==> config.mk <==
export PLATFORM = sky130hd
export DESIGN_NAME = dram_resp_flat
export DESIGN_NICKNAME = d
export VERILOG_FILES = /design/src/rtl/dram_resp_pkg.sv /design/src/rtl/dram_resp_if.sv /design/src/rtl/dram_resp_edge.sv /design/src/rtl/dram_resp.sv /design/src/flat_wrapper.sv
export SDC_FILE = /design/constraint.sdc
export NUM_CORES = 1
export LEC_CHECK = 0
export ABC_AREA = 1
export BUFFER_PORTS_ARGS = -buffer_cell sky130_fd_sc_hd__clkbuf_2
export CAP_MARGIN = 10
export CORE_ASPECT_RATIO = 1.25
export CORE_MARGIN = 3
export CORE_UTILIZATION = 35
export CTS_BUF_LIST = sky130_fd_sc_hd__clkbuf_2
export CTS_CLUSTER_DIAMETER = 50
export DETAILED_ROUTE_END_ITERATION = 7
export HOLD_SLACK_MARGIN = 0.1
export PLACE_DENSITY_LB_ADDON = 0.25
export REMOVE_ABC_BUFFERS = 1
export SYNTH_ARGS = -nofsm -noshare
export SYNTH_HDL_FRONTEND = slang
export SYNTH_SLANG_ARGS = --single-unit
==> constraint.sdc <==
create_clock -name sys_clk -period 16.8 [get_ports sys_clk]
set_input_delay 2.52 -clock sys_clk [delete_from_list [all_inputs] [get_ports sys_clk]]
set_output_delay 2.52 -clock sys_clk [all_outputs]
set_load 0.005 [all_outputs]
==> src/rtl/dram_resp_pkg.sv <==
// Shared types and constants for the DRAM strobe responder.
// pack_addr builds the backend address as {bank, row, col}, bank at the MSB.
package dram_resp_pkg;
  localparam int MA_W      = 11;
  localparam int DATA_W    = 64;
  localparam int BANKS     = 2;
  localparam int BANK_W    = (BANKS > 1) ? $clog2(BANKS) : 1;
  localparam int BE_W      = DATA_W / 8;
  localparam int OE_W      = 3;
  localparam int ADDR_W    = BANK_W + 2 * MA_W;
  localparam int REFRESH_W = 16;

  typedef enum logic [1:0] {
    IDLE    = 2'd0,
    REQ     = 2'd1,
    WAIT_RD = 2'd2,
    HOLD    = 2'd3
  } state_e;

  function automatic logic [ADDR_W-1:0] pack_addr(input logic [BANK_W-1:0] bank,
                                                  input logic [MA_W-1:0]   row,
                                                  input logic [MA_W-1:0]   col);
    return {bank, row, col};
  endfunction
endpackage

==> src/rtl/dram_resp_if.sv <==
// Controller-side strobe pins plus the backend request port.
// Backend handshake: mem_req rises with addr/we/be/wdata stable and stays high
// until a one-cycle mem_ack; mem_rdata is valid in the mem_ack cycle.
interface dram_resp_if;
  import dram_resp_pkg::*;

  logic [BANKS-1:0]     rasl;
  logic [BANKS-1:0]     casl;
  logic [OE_W-1:0]      oel;
  logic [BE_W-1:0]      wel;
  logic [MA_W-1:0]      ma;
  logic [DATA_W-1:0]    din;
  logic [DATA_W-1:0]    dout;
  logic                 d_oe;
  logic                 ram_rdy;
  logic                 mem_req;
  logic                 mem_we;
  logic [ADDR_W-1:0]    mem_addr;
  logic [BE_W-1:0]      mem_be;
  logic [DATA_W-1:0]    mem_wdata;
  logic [DATA_W-1:0]    mem_rdata;
  logic                 mem_ack;
  logic [REFRESH_W-1:0] refresh_cnt;
  logic                 proto_err;

  modport slave (
    input  rasl, casl, oel, wel, ma, din, mem_rdata, mem_ack,
    output dout, d_oe, ram_rdy, mem_req, mem_we, mem_addr, mem_be, mem_wdata,
           refresh_cnt, proto_err
  );

  modport master (
    output rasl, casl, oel, wel, ma, din, mem_rdata, mem_ack,
    input  dout, d_oe, ram_rdy, mem_req, mem_we, mem_addr, mem_be, mem_wdata,
           refresh_cnt, proto_err
  );
endinterface

==> src/rtl/dram_resp_edge.sv <==
// Registers one active-low strobe and flags its edges against the registered copy.
module dram_resp_edge (
  input  logic clk_i,
  input  logic rst_i,
  input  logic strobe_i,
  output logic strobe_q_o,
  output logic fall_o,
  output logic rise_o
);
  logic strobe_q;

  always_ff @(posedge clk_i or posedge rst_i) begin
    if (rst_i) strobe_q <= 1'b1;
    else       strobe_q <= strobe_i;
  end

  assign strobe_q_o = strobe_q;
  assign fall_o     = strobe_q & ~strobe_i;
  assign rise_o     = ~strobe_q & strobe_i;
endmodule

==> src/rtl/dram_resp.sv <==
// Turns RAS/CAS strobe activity into single backend requests, with CBR refresh
// counting, a one-entry pending slot for simultaneous CAS, and ram_rdy throttling.
module dram_resp
  import dram_resp_pkg::*;
(
  input  logic       sys_clk,
  input  logic       reset,
  dram_resp_if.slave bus,
  output state_e     state_o
);
  logic [BANKS-1:0]     rasl_q, casl_q, ras_fall, ras_rise, cas_fall, cas_rise;
  state_e               state_q, state_d;
  logic [BANKS-1:0]     open_q, open_d, arm_q, arm_d;
  logic [MA_W-1:0]      row_q [BANKS];
  logic [MA_W-1:0]      row_d [BANKS];
  logic                 pend_valid_q, pend_valid_d, pend_we_q, pend_we_d;
  logic [ADDR_W-1:0]    pend_addr_q, pend_addr_d, mem_addr_q, mem_addr_d;
  logic [BE_W-1:0]      pend_be_q, pend_be_d, mem_be_q, mem_be_d;
  logic [DATA_W-1:0]    pend_wdata_q, pend_wdata_d, mem_wdata_q, mem_wdata_d;
  logic [DATA_W-1:0]    dout_q, dout_d;
  logic                 mem_we_q, mem_we_d, ram_rdy_q, ram_rdy_d;
  logic                 proto_err_q, proto_err_d;
  logic [REFRESH_W-1:0] refresh_cnt_q, refresh_cnt_d;
  logic                 cur_free, accepted, cas_we;
  logic [BE_W-1:0]      cas_be;
  logic [BANK_W-1:0]    cur_bank;

  for (genvar g = 0; g < BANKS; g++) begin : g_edge
    dram_resp_edge u_ras (.clk_i(sys_clk), .rst_i(reset), .strobe_i(bus.rasl[g]),
                          .strobe_q_o(rasl_q[g]), .fall_o(ras_fall[g]), .rise_o(ras_rise[g]));
    dram_resp_edge u_cas (.clk_i(sys_clk), .rst_i(reset), .strobe_i(bus.casl[g]),
                          .strobe_q_o(casl_q[g]), .fall_o(cas_fall[g]), .rise_o(cas_rise[g]));
  end

  assign cas_we   = ~&bus.wel;
  assign cas_be   = cas_we ? ~bus.wel : '1;
  assign cur_bank = mem_addr_q[ADDR_W-1 -: BANK_W];

  always_comb begin
    state_d       = state_q;
    open_d        = open_q;
    arm_d         = arm_q;
    row_d         = row_q;
    pend_valid_d  = pend_valid_q;
    pend_we_d     = pend_we_q;
    pend_addr_d   = pend_addr_q;
    pend_be_d     = pend_be_q;
    pend_wdata_d  = pend_wdata_q;
    mem_we_d      = mem_we_q;
    mem_addr_d    = mem_addr_q;
    mem_be_d      = mem_be_q;
    mem_wdata_d   = mem_wdata_q;
    dout_d        = dout_q;
    ram_rdy_d     = ram_rdy_q;
    refresh_cnt_d = refresh_cnt_q;
    proto_err_d   = proto_err_q;
    cur_free      = 1'b0;
    accepted      = 1'b0;

    // A CAS that falls on a closed bank while RAS is high may be the first half
    // of a CBR refresh; it only becomes an error if CAS rises without a RAS fall.
    for (int b = 0; b < BANKS; b++) begin
      if (ras_fall[b]) begin
        if (!casl_q[b]) begin
          refresh_cnt_d = refresh_cnt_d + 16'd1;
          arm_d[b]      = 1'b0;
        end else begin
          open_d[b] = 1'b1;
          row_d[b]  = bus.ma;
        end
      end else if (ras_rise[b]) begin
        open_d[b] = 1'b0;
      end
      if (cas_fall[b] && !open_q[b]) begin
        if (rasl_q[b]) arm_d[b]    = 1'b1;
        else           proto_err_d = 1'b1;
      end else if (cas_rise[b] && arm_q[b]) begin
        arm_d[b]    = 1'b0;
        proto_err_d = 1'b1;
      end
    end

    case (state_q)
      IDLE: begin
        if (pend_valid_q) begin
          mem_we_d     = pend_we_q;
          mem_addr_d   = pend_addr_q;
          mem_be_d     = pend_be_q;
          mem_wdata_d  = pend_wdata_q;
          pend_valid_d = 1'b0;
          state_d      = REQ;
        end else begin
          cur_free = 1'b1;
        end
      end
      REQ: begin
        if (bus.mem_ack) begin
          if (mem_we_q) begin
            state_d = IDLE;
          end else begin
            dout_d  = bus.mem_rdata;
            state_d = HOLD;
          end
          if (!pend_valid_q) ram_rdy_d = 1'b1;
        end
      end
      HOLD: begin
        if (bus.casl[cur_bank]) state_d = IDLE;
      end
      default: state_d = IDLE;
    endcase

    // Bank 0 wins the free slot; a second same-cycle CAS lands in pending.
    for (int b = 0; b < BANKS; b++) begin
      if (cas_fall[b] && open_q[b]) begin
        accepted = 1'b1;
        if (cur_free) begin
          mem_we_d    = cas_we;
          mem_addr_d  = pack_addr(BANK_W'(b), row_q[b], bus.ma);
          mem_be_d    = cas_be;
          mem_wdata_d = bus.din;
          state_d     = REQ;
          cur_free    = 1'b0;
        end else if (!pend_valid_d) begin
          pend_we_d    = cas_we;
          pend_addr_d  = pack_addr(BANK_W'(b), row_q[b], bus.ma);
          pend_be_d    = cas_be;
          pend_wdata_d = bus.din;
          pend_valid_d = 1'b1;
        end else begin
          proto_err_d = 1'b1;
        end
      end
    end
    if (accepted) ram_rdy_d = 1'b0;
  end

  always_ff @(posedge sys_clk or posedge reset) begin
    if (reset) begin
      state_q       <= IDLE;
      open_q        <= '0;
      arm_q         <= '0;
      row_q         <= '{default: '0};
      pend_valid_q  <= 1'b0;
      pend_we_q     <= 1'b0;
      pend_addr_q   <= '0;
      pend_be_q     <= '0;
      pend_wdata_q  <= '0;
      mem_we_q      <= 1'b0;
      mem_addr_q    <= '0;
      mem_be_q      <= '0;
      mem_wdata_q   <= '0;
      dout_q        <= '0;
      ram_rdy_q     <= 1'b1;
      refresh_cnt_q <= '0;
      proto_err_q   <= 1'b0;
    end else begin
      state_q       <= state_d;
      open_q        <= open_d;
      arm_q         <= arm_d;
      row_q         <= row_d;
      pend_valid_q  <= pend_valid_d;
      pend_we_q     <= pend_we_d;
      pend_addr_q   <= pend_addr_d;
      pend_be_q     <= pend_be_d;
      pend_wdata_q  <= pend_wdata_d;
      mem_we_q      <= mem_we_d;
      mem_addr_q    <= mem_addr_d;
      mem_be_q      <= mem_be_d;
      mem_wdata_q   <= mem_wdata_d;
      dout_q        <= dout_d;
      ram_rdy_q     <= ram_rdy_d;
      refresh_cnt_q <= refresh_cnt_d;
      proto_err_q   <= proto_err_d;
    end
  end

  assign bus.mem_req     = (state_q == REQ);
  assign bus.mem_we      = mem_we_q;
  assign bus.mem_addr    = mem_addr_q;
  assign bus.mem_be      = mem_be_q;
  assign bus.mem_wdata   = mem_wdata_q;
  assign bus.dout        = dout_q;
  assign bus.d_oe        = (state_q == HOLD) & ~&bus.oel & ~casl_q[cur_bank];
  assign bus.ram_rdy     = ram_rdy_q;
  assign bus.refresh_cnt = refresh_cnt_q;
  assign bus.proto_err   = proto_err_q;
  assign state_o         = state_q;
endmodule

==> src/flat_wrapper.sv <==
// flat-port wrapper written by rule: the top's interface ports become plain ports
module dram_resp_flat import dram_resp_pkg::*;
  (sys_clk, reset, state_o, bus_rasl, bus_casl, bus_oel, bus_wel, bus_ma, bus_din, bus_mem_rdata, bus_mem_ack, bus_dout, bus_d_oe, bus_ram_rdy, bus_mem_req, bus_mem_we, bus_mem_addr, bus_mem_be, bus_mem_wdata, bus_refresh_cnt, bus_proto_err);
  dram_resp_if bus_i ();
  input  logic sys_clk;
  input  logic reset;
  output state_e state_o;
  input wire logic [$bits(bus_i.rasl)-1:0] bus_rasl;
  input wire logic [$bits(bus_i.casl)-1:0] bus_casl;
  input wire logic [$bits(bus_i.oel)-1:0] bus_oel;
  input wire logic [$bits(bus_i.wel)-1:0] bus_wel;
  input wire logic [$bits(bus_i.ma)-1:0] bus_ma;
  input wire logic [$bits(bus_i.din)-1:0] bus_din;
  input wire logic [$bits(bus_i.mem_rdata)-1:0] bus_mem_rdata;
  input wire logic [$bits(bus_i.mem_ack)-1:0] bus_mem_ack;
  output wire logic [$bits(bus_i.dout)-1:0] bus_dout;
  output wire logic [$bits(bus_i.d_oe)-1:0] bus_d_oe;
  output wire logic [$bits(bus_i.ram_rdy)-1:0] bus_ram_rdy;
  output wire logic [$bits(bus_i.mem_req)-1:0] bus_mem_req;
  output wire logic [$bits(bus_i.mem_we)-1:0] bus_mem_we;
  output wire logic [$bits(bus_i.mem_addr)-1:0] bus_mem_addr;
  output wire logic [$bits(bus_i.mem_be)-1:0] bus_mem_be;
  output wire logic [$bits(bus_i.mem_wdata)-1:0] bus_mem_wdata;
  output wire logic [$bits(bus_i.refresh_cnt)-1:0] bus_refresh_cnt;
  output wire logic [$bits(bus_i.proto_err)-1:0] bus_proto_err;
  assign bus_i.rasl = bus_rasl;
  assign bus_i.casl = bus_casl;
  assign bus_i.oel = bus_oel;
  assign bus_i.wel = bus_wel;
  assign bus_i.ma = bus_ma;
  assign bus_i.din = bus_din;
  assign bus_i.mem_rdata = bus_mem_rdata;
  assign bus_i.mem_ack = bus_mem_ack;
  assign bus_dout = bus_i.dout;
  assign bus_d_oe = bus_i.d_oe;
  assign bus_ram_rdy = bus_i.ram_rdy;
  assign bus_mem_req = bus_i.mem_req;
  assign bus_mem_we = bus_i.mem_we;
  assign bus_mem_addr = bus_i.mem_addr;
  assign bus_mem_be = bus_i.mem_be;
  assign bus_mem_wdata = bus_i.mem_wdata;
  assign bus_refresh_cnt = bus_i.refresh_cnt;
  assign bus_proto_err = bus_i.proto_err;
  dram_resp u_core (.sys_clk(sys_clk), .reset(reset), .bus(bus_i), .state_o(state_o));
endmodule
==> flow_summary.json, run 1 <==
{
  "status": "finished, final reports clean",
  "drv_cap": 0,
  "die_w_um": 180.9,
  "fmax_ghz": 0.1815,
  "die_h_um": 224.6,
  "clock_latency_ps": 910,
  "grt_overflow_total": 0,
  "syn_area_um2": 13380,
  "yosys.cell_types.count": 41,
  "min_path_type": "reg -> reg",
  "setup_ws_ps": 11290,
  "cts_resized": 0,
  "synthTopCellsByArea": "dfrtp_1, mux2_2, nand2_1, o21ai_0, a31oi_1",
  "finalClockSkew_ps": 54.09,
  "startpoint": "bus_oel[2]",
  "power_density_nw_per_um2": 168.6,
  "drv_slew": 0,
  "period_needed_ps": 5510,
  "synth_edf_count": 0,
  "critPathBufInv": 2,
  "cts_tree": "yes",
  "dp.cells": 2110,
  "worst-setup-path-type": "in -> out",
  "synthArstFlopShare": 1.000,
  "drc": 0,
  "synth_ff_type": "dfrtp_1",
  "cp_top_family": "compound AO/OA/AOI/OAI gates",
  "ant_nets": 0,
  "arrival_ps": 2990,
  "crit_required_ps": 14280,
  "routed_via_density": 4.806,
  "vdd_ir_drop_max_mv": 0.08998,
  "hpwl_um": 23420,
  "yosysTopAreaCell": "dfrtp_1",
  "vias": 10860,
  "p_seq_frac": 0.460,
  "power_frac_comb": 0.332,
  "p_leak_nw": 8.154,
  "r2r-end": "u_core.pend_wdata_q[17]",
  "tightest_slew_ps": 1128,
  "grt_pass1_wl_um": 56810,
  "power_frac_clock": 0.208,
  "gp_congestion": 0.8148,
  "core-area_um2": 37460,
  "hold_buffers": 0,
  "wl_per_cell_um": 15.49,
  "synth.most_common_cell": "nand2_1",
  "pin_count": 339,
  "row_count": 79,
  "drt-initial-drc-count": 481,
  "start_util": 0.3571,
  "syn_area_per_cell_um2": 9.947,
  "first_global_vias": 11130,
  "worst-path-max-fanout": 1,
  "cpPeakStageDelay_ps": 240,
  "final_layout_size_suffix_gt1_frac": 0.3612,
  "grtUsageTotal": 0.1708,
  "numCtsBuffers": 83,
  "intPower_mw": 1.782,
  "antenna_found_initial": 2,
  "crit_path_end": "bus_d_oe",
  "cts_buffer_depth": 3,
  "synth_seq_cells": 307,
  "rsz0062_at_grt": "no",
  "dr.pass1.iters": 5,
  "swShare": 0.3475,
  "cp_cell_sequence": "clkbuf_2, a311oi_1, clkbuf_2",
  "slowest_stage": "a311oi_1",
  "hold-worst-slack_ps": 487.9,
  "fin_nets": 1868,
  "rr_startpoint": "u_core.g_edge[0].u_cas.strobe_q_o",
  "cts.reportedPaths.clkPinSlew_ps": 70,
  "grt_max_degree": 125,
  "nFillCells": 3740,
  "end_kind": "primary output",
  "instances_no_fill": 2259,
  "cts.sinks": 307,
  "postCtsSetupRepairBufs": 0,
  "r2r_cells": 6,
  "fin_area_um2": 16200,
  "syn_inst": 1345,
  "path_common_cell": "clkbuf_2",
  "drt_wl_total_um": 35000,
  "setup-violations-final": 0,
  "cp-start-kind": "primary input",
  "area_growth_pct": 21.12,
  "r2r_setup_slack_ps": 12930,
  "root_buffer": "clkbuf_2",
  "finalHoldViolCount": 0,
  "placedInstanceArea_um2": 15380,
  "cts-htree-levels": 3,
  "period_share": 0.3280,
  "place_worst_setup_slack_ps": 10810,
  "ys_top_cells_by_count": "nand2_1, dfrtp_1, mux2_2",
  "die-area_um2": 40620,
  "io_buffers": 338,
  "yosysSeqAreaShare": 0.5747,
  "ys_warn_count": 0,
  "cp_num_cells": 3,
  "setup_tns_ps": 0,
  "max-slew-margin-rel": 0.2452,
  "switchingPower_uw": 949.4,
  "synth_top_cell_area_share": 0.5649
}
[state kept, by name, summed over array words and instances (netlist names)]
signal and flops:
u_core.bus.dout 64, u_core.bus.mem_we 1, u_core.bus.ram_rdy 1, u_core.bus.mem_wdata 64, u_core.bus.mem_addr 23, u_core.g_edge.u_ras.strobe_q_o 2
u_core.pend_addr_q 23, u_core.arm_q 2, u_core.pend_wdata_q 64, u_core.row_q 22, u_core.pend_be_q 8, u_core.open_q 2
u_core.bus.mem_be 8, u_core.g_edge.u_cas.strobe_q_o 2, u_core.pend_we_q 1, u_core.state_o 2, u_core.pend_valid_q 1, u_core.bus.refresh_cnt 16
u_core.bus.proto_err 1
[through the flow]
| stage | utilization | total power [mW] |
|---|---|---|
| 5_1_grt | 0.4326 | 2.965 |
| 3_5_place_dp | 0.4106 | 2.194 |
| 2_1_floorplan | - | 1.785 |
| 4_1_cts | 0.4325 | 2.787 |
| 3_3_place_gp | 0.4106 | 2.160 |
| 6_report | 0.4326 | 2.732 |
[power by group through the flow]
stage	combinational, mW	sequential (mW)	clock [mW]
6_report	0.907	1.26	0.569
5_1_grt	1.02	1.30	0.643
4_1_cts	0.928	1.26	0.602
3_5_place_dp	0.926	1.27	0
3_3_place_gp	0.903	1.26	0
2_1_floorplan	0.529	1.26	0
[tightest hold or removal path: cells and delay by family (launching register included)]
kind             cells  cell delay (ps)
AND/OR/NAND/NOR      1               50
AO/OA/AOI/OAI        1               60
flip-flops           1              350
[cells by family (layout without fill, tap and decap cells)]
group	count (synthesis)	count (layout)	share of synthesized area
simple gates	502	502	0.1543
xor+xnor	9	9	0.005892
other cells	0	1	0
buf+inv	178	605	0.05882
mux	127	127	0.1091
compound gates	220	220	0.09530
flops	307	307	0.5747
fa+ha+maj	2	2	0.001870
[metal layers]
metal	up-vias	track usage	routed length, µm
li1	5227	-	-
met1	5239	0.2036	14210
met2	338	0.2864	17180
met3	51	0.05920	2950
met4	2	0.06440	644
met5	-	0	13
[layout by cell type (no fill, tap or decap), types with 3 or more instances in the layout]
master / Yosys / routed
dfrtp_1: 302 / 302
buf_4: 5 / 8
mux2_4: 8 / 8
nor3_1: 5 / 5
nand2_1: 335 / 335
inv_1: 101 / 100
nand4_1: 7 / 7
bufinv_16: 0 / 4
clkinv_1: 1 / 18
nor2_1: 103 / 103
xor2_1: 6 / 6
nand3_1: 25 / 25
inv_2: 8 / 9
xnor2_1: 3 / 3
nand3b_1: 4 / 4
clkbuf_2: 0 / 463
a21oi_1: 17 / 17
o21ai_1: 6 / 6
o211ai_1: 23 / 23
nor2_2: 10 / 9
a211oi_1: 3 / 3
o21ai_0: 90 / 90
mux2_2: 119 / 119
a31oi_1: 68 / 68
nand2_4: 3 / 3
o22ai_1: 9 / 9
dfstp_2: 5 / 5
nor2_4: 3 / 4
[layout make-up]
cell class	instances	area, µm²	share of cell area
diodes	1	2.502	0.0001544
clock buffers	125	625.6	0.03861
multi-input cells	860	4908	0.3029
flip-flops and latches	307	7689	0.4745
inverters	111	426.7	0.02633
clock inverters	23	192.7	0.01189
well taps	486	608.1	0.03753
repair buffers	346	1752	0.1081
[worst min path at each step]
| stage | startpoint | end | slack (ps) | cells past startpoint |
|---|---|---|---|---|
| finish | u_core.row_q[0] | u_core.row_q[0] | 490 | 2 |
| global route | u_core.row_q[2] | u_core.row_q[2] | 520 | 2 |
| CTS | u_core.row_q[0] | u_core.row_q[0] | 490 | 2 |
| detailed placement | u_core.row_q[0] | u_core.row_q[0] | 470 | 2 |
| global placement | u_core.row_q[9] | u_core.row_q[9] | 470 | 2 |
| floorplan | u_core.pend_addr_q[22] | u_core.pend_addr_q[22] | 450 | 2 |
Note: power is estimated with default switching activity, not from simulation.
==> run 2: changes to the inputs <==
==> constraint.sdc (replaced) <==
create_clock -name sys_clk -period 4.4 [get_ports sys_clk]
set_input_delay 0.66 -clock sys_clk [delete_from_list [all_inputs] [get_ports sys_clk]]
set_output_delay 0.66 -clock sys_clk [all_outputs]
set_load 0.005 [all_outputs]
==> run 2 against run 1 <==
Compared with the run above:
- final cell count up 6.9%
- critical path depth up 8
- first-iteration DRC count up 11%
- sequential cell count unchanged
- total power rose to 3.8 times the previous value
- non-clock buffer count up 164
- largest cell class unchanged
==> flow_summary.json, run 2 (same netlist as run 1, synthesis figures left out) <==
{
  "status": "finished, final reports clean",
  "cpPeakStageDelay_ps": 610,
  "hold_buffers": 157,
  "tightest_slew_ps": 882.9,
  "place_worst_setup_slack_ps": 1330,
  "cp-start-kind": "flop",
  "cts.reportedPaths.clkPinSlew_ps": 90,
  "numCtsBuffers": 81,
  "clock_latency_ps": 930,
  "cts.sinks": 307,
  "finalClockSkew_ps": 77.22,
  "setup-violations-final": 0,
  "crit_required_ps": 5210,
  "io_buffers": 338,
  "period_needed_ps": 2862,
  "path_common_cell": "inv_2",
  "grt_max_degree": 103,
  "cts_tree": "yes",
  "finalHoldViolCount": 0,
  "area_growth_pct": 33.22,
  "grtUsageTotal": 0.1819,
  "cp_cell_sequence": "nand3_2, inv_2, nor2_2, inv_2, nor2_4, inv_2, nand2_4, inv_4, buf_4, nor2_1, a31oi_1",
  "setup_tns_ps": 0,
  "holdPathStages": 2,
  "start_util": 0.3571,
  "die_w_um": 180.9,
  "cts_buffer_depth": 3,
  "min_path_type": "in -> reg",
  "slowest_stage": "dfstp_2",
  "setup_ws_ps": 1538,
  "hpwl_um": 23940,
  "vias": 11490,
  "final_cell_mix": "clkbuf_2, nand2_1, dfrtp_1, dlygate4sd3_1, mux2_2",
  "drc": 0,
  "finalPower_mw": 10.51,
  "die_h_um": 224.6,
  "fmax_ghz": 0.3495,
  "root_buffer": "clkbuf_2",
  "r2r-end": "u_core.bus.mem_wdata[58]",
  "core-area_um2": 37460,
  "routed_via_density": 4.760,
  "dp.cells": 2117,
  "drt-initial-drc-count": 535,
  "r2r_setup_slack_ps": 1540,
  "end_kind": "flop",
  "worst-setup-path-type": "reg -> reg",
  "period_share": 0.6504,
  "arrival_ps": 3680,
  "r2r_cells": 11,
  "drv_cap": 0,
  "layout_commonest_cell": "clkbuf_2",
  "cp_top_family": "buffers and inverters",
  "pin_count": 339,
  "instances_no_fill": 2414,
  "wl_per_cell_um": 15.43,
  "final_layout_size_suffix_gt1_frac": 0.3318,
  "critPathBufInv": 5,
  "gp_congestion": 0.8214,
  "max-slew-margin-rel": 0.4114,
  "drt_wl_total_um": 37250,
  "fin_nets": 2030,
  "hold-worst-slack_ps": 429.8,
  "hp-start": "bus_rasl[1]",
  "grt_overflow_total": 0,
  "power_density_nw_per_um2": 589.8,
  "vdd_ir_drop_max_mv": 0.2910,
  "rsz0062_at_grt": "no",
  "p_leak_nw": 8.816,
  "ant_nets": 0,
  "rr_startpoint": "u_core.g_edge[0].u_cas.strobe_q_o",
  "worst-path-max-fanout": 60,
  "grt_pass1_wl_um": 60910,
  "row_count": 79,
  "first_global_vias": 12150,
  "cts-htree-levels": 3,
  "min_to": "u_core.g_edge[1].u_ras.strobe_q_o",
  "drv_slew": 0,
  "cts_resized": 0,
  "die-area_um2": 40620,
  "postCtsSetupRepairBufs": 0,
  "dr.pass1.iters": 5,
  "antenna_found_initial": 2
}
==> run 2: metrics by stage <==
step / utilization / area (µm²)
2_1_floorplan: - / 13010
3_3_place_gp: 0.4137 / 15500
3_5_place_dp: 0.4137 / 15500
4_1_cts: 0.4756 / 17820
5_1_grt: 0.4758 / 17820
6_report: 0.4758 / 17820
==> run 2: report_power, final <==
part / internal [mW] / total (mW) / switching, mW
logic: 1.83 / 3.63 / 1.80
clock network: 0.881 / 2.07 / 1.19
registers: 4.11 / 4.82 / 0.709
total: 6.82 / 10.5 / 3.69
==> run 2: layout make-up <==
class | count | area (µm²)
Fill cell | 3536 | 19640
Sequential cell | 307 | 7689
Inverter | 111 | 426.7
Clock buffer | 117 | 585.6
Clock inverter | 21 | 162.7
Multi-Input combinational cell | 860 | 4908
Timing Repair Buffer | 510 | 3438
Tap cell | 486 | 608.1
Antenna cell | 2 | 5.005
==> run 2: worst max-delay path by stage <==
stage | endpoint | startpoint | slack (ps) | cells after the start
after CTS | u_core.bus.mem_wdata[55] | u_core.g_edge[0].u_cas.strobe_q_o | 1570 | 11
final | u_core.bus.mem_wdata[58] | u_core.g_edge[0].u_cas.strobe_q_o | 1540 | 11
after global placement | u_core.bus.mem_wdata[2] | bus_casl[0] | 1430 | 13
after detailed placement | u_core.bus.mem_wdata[4] | bus_casl[0] | 1330 | 13
after global routing | u_core.bus.mem_wdata[58] | u_core.g_edge[0].u_cas.strobe_q_o | 1310 | 11
after floorplan | u_core.arm_q[0] | reset | -4740 | 1
==> run 2: layer usage <==
metal | track usage | vias to the layer above | part of all wire
met5 | 0 | - | 0
met4 | 0.08348 | 0 | 0.032
met3 | 0.04545 | 87 | 0.067
met2 | 0.3167 | 362 | 0.50
met1 | 0.2118 | 5497 | 0.40
li1 | - | 5544 | -
==> run 2: worst register-to-register path: stages (launching register included) <==
cell and delay (ps):
dfstp_2 610, nand3_2 120, inv_2 230, nor2_2 80, inv_2 70, nor2_4 40
inv_2 210, nand2_4 170, inv_4 490, buf_4 480, nor2_1 90, a31oi_1 150
